### config.mk
export PLATFORM = sky130hd
export DESIGN_NAME = ysyx_22050854_fetch_unit
export DESIGN_NICKNAME = d
export VERILOG_FILES = /design/src/rtl/ysyx_22050854_fetch_pkg.sv /design/src/rtl/ysyx_22050854_fetch_queue.sv /design/src/rtl/ysyx_22050854_fetch_unit.sv
export SDC_FILE = /design/constraint.sdc
export NUM_CORES = 1
export LEC_CHECK = 0
export ABC_CLOCK_PERIOD_IN_PS = 10400
export CORE_MARGIN = 1
export CORE_UTILIZATION = 52
export DETAILED_ROUTE_END_ITERATION = 6
export PLACE_DENSITY = 0.9
export SETUP_SLACK_MARGIN = 0.5
export SYNTH_ARGS = -nofsm -noshare
export SYNTH_HDL_FRONTEND = slang
export SYNTH_HIERARCHICAL = 1
export SYNTH_SLANG_ARGS = --single-unit
### constraint.sdc
create_clock -name clk -period 10.4 [get_ports clk]
set_input_delay 2.08 -clock clk [delete_from_list [all_inputs] [get_ports clk]]
set_output_delay 2.08 -clock clk [all_outputs]
set_load 0.01 [all_outputs]
### src/rtl/ysyx_22050854_fetch_pkg.sv
// rtl/ysyx_22050854_fetch_pkg.sv - shared types and constants for the instruction fetch unit
package ysyx_22050854_fetch_pkg;

    localparam logic [31:0] NOP_INSTR        = 32'h0000_0013;
    localparam logic [63:0] DEFAULT_RESET_PC = 64'h8000_0000;

    typedef enum logic [1:0] {
        ST_REQ,
        ST_WAIT,
        ST_DROP
`ifdef FETCH_MISALIGN_CHECK_EN
        , ST_HALT
`endif
    } fetch_state_t;

    typedef struct packed {
        logic        fault;
        logic [63:0] pc;
        logic [31:0] instr;
    } fetch_entry_t;

    localparam fetch_entry_t EMPTY_ENTRY = '{fault: 1'b0, pc: 64'h0, instr: NOP_INSTR};

endpackage

### src/rtl/ysyx_22050854_fetch_queue.sv
// rtl/ysyx_22050854_fetch_queue.sv - synchronous instruction FIFO with flush and occupancy count
module ysyx_22050854_fetch_queue
    import ysyx_22050854_fetch_pkg::*;
#(
    parameter int QDEPTH = 2
) (
    input  logic                   clk,
    input  logic                   rst,
    input  logic                   flush,
    input  logic                   push,
    input  fetch_entry_t           push_data,
    input  logic                   pop,
    output fetch_entry_t           head,
    output logic [$clog2(QDEPTH):0] count
);

    localparam int PW = $clog2(QDEPTH);
    localparam int CW = PW + 1;

    fetch_entry_t   mem [QDEPTH];
    logic [PW-1:0]  rd_ptr;
    logic [PW-1:0]  wr_ptr;

    // A flush may coincide with a push: the pushed entry becomes the sole occupant.
    always_ff @(posedge clk) begin
        if (rst) begin
            rd_ptr <= '0;
            wr_ptr <= '0;
            count  <= '0;
        end else if (flush) begin
            rd_ptr <= '0;
            wr_ptr <= push ? PW'(1) : '0;
            count  <= push ? CW'(1) : '0;
        end else begin
            if (push) wr_ptr <= wr_ptr + PW'(1);
            if (pop)  rd_ptr <= rd_ptr + PW'(1);
            count <= count + CW'(push) - CW'(pop);
        end
    end

    always_ff @(posedge clk) begin
        if (push) mem[flush ? '0 : wr_ptr] <= push_data;
    end

    assign head = (count == '0) ? EMPTY_ENTRY : mem[rd_ptr];

endmodule

### src/rtl/ysyx_22050854_fetch_unit.sv
// rtl/ysyx_22050854_fetch_unit.sv - PC owner and imem fetcher feeding decode; optional FETCH_MISALIGN_CHECK_EN
module ysyx_22050854_fetch_unit
    import ysyx_22050854_fetch_pkg::*;
#(
    parameter logic [63:0] RESET_PC = DEFAULT_RESET_PC,
    parameter int          QDEPTH   = 2
) (
    input  logic        clk,
    input  logic        rst,
    input  logic        redirect_valid,
    input  logic [63:0] redirect_pc,
    output logic        imem_req_valid,
    input  logic        imem_req_ready,
    output logic [63:0] imem_req_addr,
    input  logic        imem_rsp_valid,
    input  logic [31:0] imem_rsp_data,
    output logic        out_valid,
    input  logic        out_ready,
    output logic [31:0] out_instr,
    output logic [63:0] out_pc,
    output logic        out_fault
);

    localparam int CW = $clog2(QDEPTH) + 1;
    localparam logic [CW-1:0] QDEPTH_C = CW'(QDEPTH);

    fetch_state_t  state;
    logic [63:0]   pc;
    logic          started;
    logic          outstanding;
    logic [CW-1:0] count;
    fetch_entry_t  head;
    fetch_entry_t  push_data;
    logic          push;
    logic          handshake;
    logic          busy_on_redirect;
    logic          misaligned;
    logic [63:0]   redirect_target;

`ifdef FETCH_MISALIGN_CHECK_EN
    assign misaligned      = redirect_valid & (redirect_pc[1:0] != 2'b00);
    assign redirect_target = redirect_pc;
`else
    logic unused_lsbs;
    assign unused_lsbs     = ^redirect_pc[1:0];
    assign misaligned      = 1'b0;
    assign redirect_target = {redirect_pc[63:2], 2'b00};
`endif

    // started keeps the request low for the whole reset-release cycle
    assign imem_req_valid   = started & (state == ST_REQ) & (count < QDEPTH_C);
    assign imem_req_addr    = pc;
    assign handshake        = imem_req_valid & imem_req_ready;
    assign busy_on_redirect = handshake | (outstanding & ~imem_rsp_valid);

    always_comb begin
        push      = ~redirect_valid & (state == ST_WAIT) & imem_rsp_valid;
        push_data = '{fault: 1'b0, pc: pc - 64'd4, instr: imem_rsp_data};
        if (misaligned) begin
            push      = 1'b1;
            push_data = '{fault: 1'b1, pc: redirect_pc, instr: NOP_INSTR};
        end
    end

    always_ff @(posedge clk) begin
        if (rst) begin
            state       <= ST_REQ;
            pc          <= RESET_PC;
            started     <= 1'b0;
            outstanding <= 1'b0;
        end else begin
            started <= 1'b1;
            if (redirect_valid) begin
                pc          <= redirect_target;
                outstanding <= busy_on_redirect;
                state       <= busy_on_redirect ? ST_DROP : ST_REQ;
`ifdef FETCH_MISALIGN_CHECK_EN
                if (misaligned) state <= ST_HALT;
`endif
            end else begin
                if (handshake)           outstanding <= 1'b1;
                else if (imem_rsp_valid) outstanding <= 1'b0;
                case (state)
                    ST_REQ: if (handshake) begin
                        state <= ST_WAIT;
                        pc    <= pc + 64'd4;
                    end
                    ST_WAIT, ST_DROP: if (imem_rsp_valid) state <= ST_REQ;
                    default: ;
                endcase
            end
        end
    end

    ysyx_22050854_fetch_queue #(.QDEPTH(QDEPTH)) u_queue (
        .clk       (clk),
        .rst       (rst),
        .flush     (redirect_valid),
        .push      (push),
        .push_data (push_data),
        .pop       (out_valid & out_ready),
        .head      (head),
        .count     (count)
    );

    assign out_valid = (count != '0) & ~redirect_valid;
    assign out_instr = head.instr;
    assign out_pc    = head.pc;
    assign out_fault = head.fault;

endmodule

==> flow_metrics.py <==
metrics = {
    "clock_network": {
        "cts_setup_buffers": 0,
        "ctsHoldBuffers": 0,
        "clk_pin_slew_ps": 60,
        "clkLatencyLatePin_ps": 540,
        "root_buffer": "clkbuf_16",
        "cts_tree": "done",
        "clk_path_buf_depth": 3,
        "htree_levels": 1,
        "cts_resized": 0,
        "cts_sinks": 265,
        "numCtsBuffers": 28,
    },
    "layout": {
        "fin_area_sq_mm": 0.0165,
        "drive_gt1_frac": 0.0568,
        "nets": 1478,
        "area_growth_pct": 26.1,
    },
    "critical_path": {
        "r2r-end": "imem_req_addr[49]",
        "timing.critical_path.from": "redirect_valid",
        "crit_required_ps": 8320,
        "r2r-start": "state[0]",
        "crit_type": "input pin to output pin",
        "start_kind": "input pin",
        "rrSetupSlack_ps": 6430,
        "path_max_fanout": 54,
        "worstPathArrival_ps": 3570,
        "critPathCaptureType": "output pin",
        "r2r_cells": 7,
    },
    "die": {
        "start_util": 0.533,
        "die_w_microns": 161,
        "pin_count": 265,
        "die-area_sq_mm": 0.0258,
        "die_h_microns": 161,
        "core_sq_mm": 0.0245,
        "core.rowCount": 57,
    },
    "detailed_routing": {
        "routed-via-count": 10300,
        "dr.pass1.iters": 5,
        "wirelength_microns": 36300,
        "drtIter0Drc": 1026,
        "post-route-drc-count": 0,
        "vias_per_cell": 5.97,
        "postRouteAntennaNets": 0,
        "drt-wirelength-per-cell_microns": 21.1,
    },
    "yosys": {
        "syn_avg_cell_area_sq_um": 11.3,
        "synthCells": 1162,
        "syn_area_sq_mm": 0.0131,
        "ys_seq_area_frac": 0.554,
        "ys_ff_latch": 265,
        "async_reset_ff_frac": 0,
        "synth_edf_count": 194,
        "ys_types": 67,
        "yosys_warnings": 6,
        "synth_ff_type": "edfxtp_1",
    },
    "placed_design": {
        "hpwl_microns": 24400,
        "dpl-instance-area_sq_mm": 0.0155,
        "gp_congestion": 0.869,
        "place_ws_ps": 4500,
        "port-buffer-count": 260,
    },
    "power_and_ir_drop": {
        "powerDensity_mw_per_mm2": 150,
        "p_leak_nw": 5.38,
        "totalPowerFinal_mw": 2.47,
        "vdd.ir_drop.worst_mv": 0.0898,
    },
    "hold_path": {
        "min-delay-path-class": "register to register",
        "min_from": "state[1]",
        "min_delay_path_depth": 2,
        "holdPathEnd": "state[1]",
    },
    "flow_run": {
        "maxCapViolCount": 0,
    },
    "timing": {
        "whs_ps": 479,
        "fin_crit_sh": 0.544,
        "drv_slew": 0,
        "worstMarginPinSlew_ps": 1110,
        "finClkSkew_ps": 9.87,
        "setup_ws_ps": 4750,
        "report.final.hold_viol_count": 0,
        "fmax_ghz": 0.177,
        "fin_setup_tns_ps": 0,
        "finalSetupViolations": 0,
        "rsz0062_at_grt": "false",
        "min_period_ps": 5650,
        "slew_headroom": 0.257,
    },
    "grt": {
        "grt_pass1_wl_microns": 56100,
        "grt_max_degree": 89,
        "grt_use_total": 0.277,
        "grt_pass1_vias": 10200,
        "grt_overflow": 0,
        "antenna_found_initial": 4,
    },
    "status": {
        "status": "completed",
    },
}
-- cells in the mapped netlist (21+ instances only) --
cell type / n / area share
edfxtp_1: 194 / 0.45
nor2_1: 169 / 0.048
mux2i_1: 107 / 0.082
dfxtp_1: 71 / 0.11
nand2_1: 62 / 0.018
xnor2_1: 43 / 0.029
xor2_1: 38 / 0.025
nor4_1: 37 / 0.018
clkbuf_1: 36 / 0.010
nand4_1: 35 / 0.017
nand3_1: 31 / 0.012
nor3_1: 31 / 0.012
inv_1: 25 / 0.0072
or4_1: 25 / 0.014
o21ai_0: 21 / 0.0080
-- per-layer routing --
| metal | global-route usage | vias to the layer above | share of wire |
|---|---|---|---|
| met4 | 0.0939 | 2 | 0.029 |
| li1 | - | 4725 | - |
| met5 | 0 | - | 0.00033 |
| met3 | 0.0579 | 79 | 0.097 |
| met2 | 0.470 | 568 | 0.49 |
| met1 | 0.351 | 4888 | 0.39 |
-- final cells by class --
| class | instances | area (sq um) |
|---|---|---|
| Antenna cell | 3 | 7.51 |
| Clock buffer | 33 | 741 |
| Clock inverter | 19 | 228 |
| Fill cell | 1823 | 8030 |
| Inverter | 26 | 97.6 |
| Multi-Input combinational cell | 781 | 5120 |
| Sequential cell | 265 | 7250 |
| Tap cell | 324 | 405 |
| Timing Repair Buffer | 268 | 2650 |
-- worst max-delay path, cell delays in order --
cell and delay, ps:
buf_2 820, nor2_1 140, clkdlybuf4s50_1 530
-- cell usage in the layout (no fill, tap or decap), types with 31 or more instances in the layout --
master,Yosys,layout
clkdlybuf4s50_1,0,258
edfxtp_1,194,194
nor2_1,169,169
mux2i_1,107,107
dfxtp_1,71,70
nand2_1,62,62
xnor2_1,43,43
xor2_1,38,38
nor4_1,37,37
nand4_1,35,35
nor3_1,31,31
nand3_1,31,31
-- worst max-delay path by stage --
stage / to / slack, ps / cells past startpoint
final: out_valid / 4750 / 3
after detailed placement: imem_req_addr[49] / 4500 / 6
after floorplan: u_queue/mem[0][0] / 2210 / 6
after CTS: out_valid / 4750 / 3
after global placement: imem_req_addr[49] / 4620 / 6
after global routing: out_valid / 4620 / 3
-- flip-flops by register name, summed over array words and instances, names as in the netlist, named ones only --
| register | cells |
|---|---|
| outstanding | 1 |
| started | 1 |
| u_queue/count | 2 |
| u_queue/mem | 194 |
| imem_req_addr | 62 |
| u_queue/wr_ptr | 1 |
| state | 2 |
| u_queue/rd_ptr | 1 |
-- metrics by stage --
stage / util / std cells
after global routing: 0.673 / 1719
after floorplan: - / 1169
after detailed placement: 0.633 / 1664
final: 0.673 / 1719
after CTS: 0.673 / 1716
after global placement: 0.633 / 1664
-- power breakdown --
part,switching [mW],leakage [nW],internal (mW)
sequential,0.0485,2.35,1.16
combinational,0.108,2.57,0.108
clock,0.414,0.466,0.632
-- logic make-up after synthesis --
kind of cell,synth area share
AOI/OAI and AO/OA,0.0600
other,0.000287
DFF,0.554
buffers and inverters,0.0583
xor gates and xnor gates,0.0542
adders and majority gates,0.00574
and+or+nand+nor,0.186
muxes,0.0818
Power figures use the tool's default switching activity.
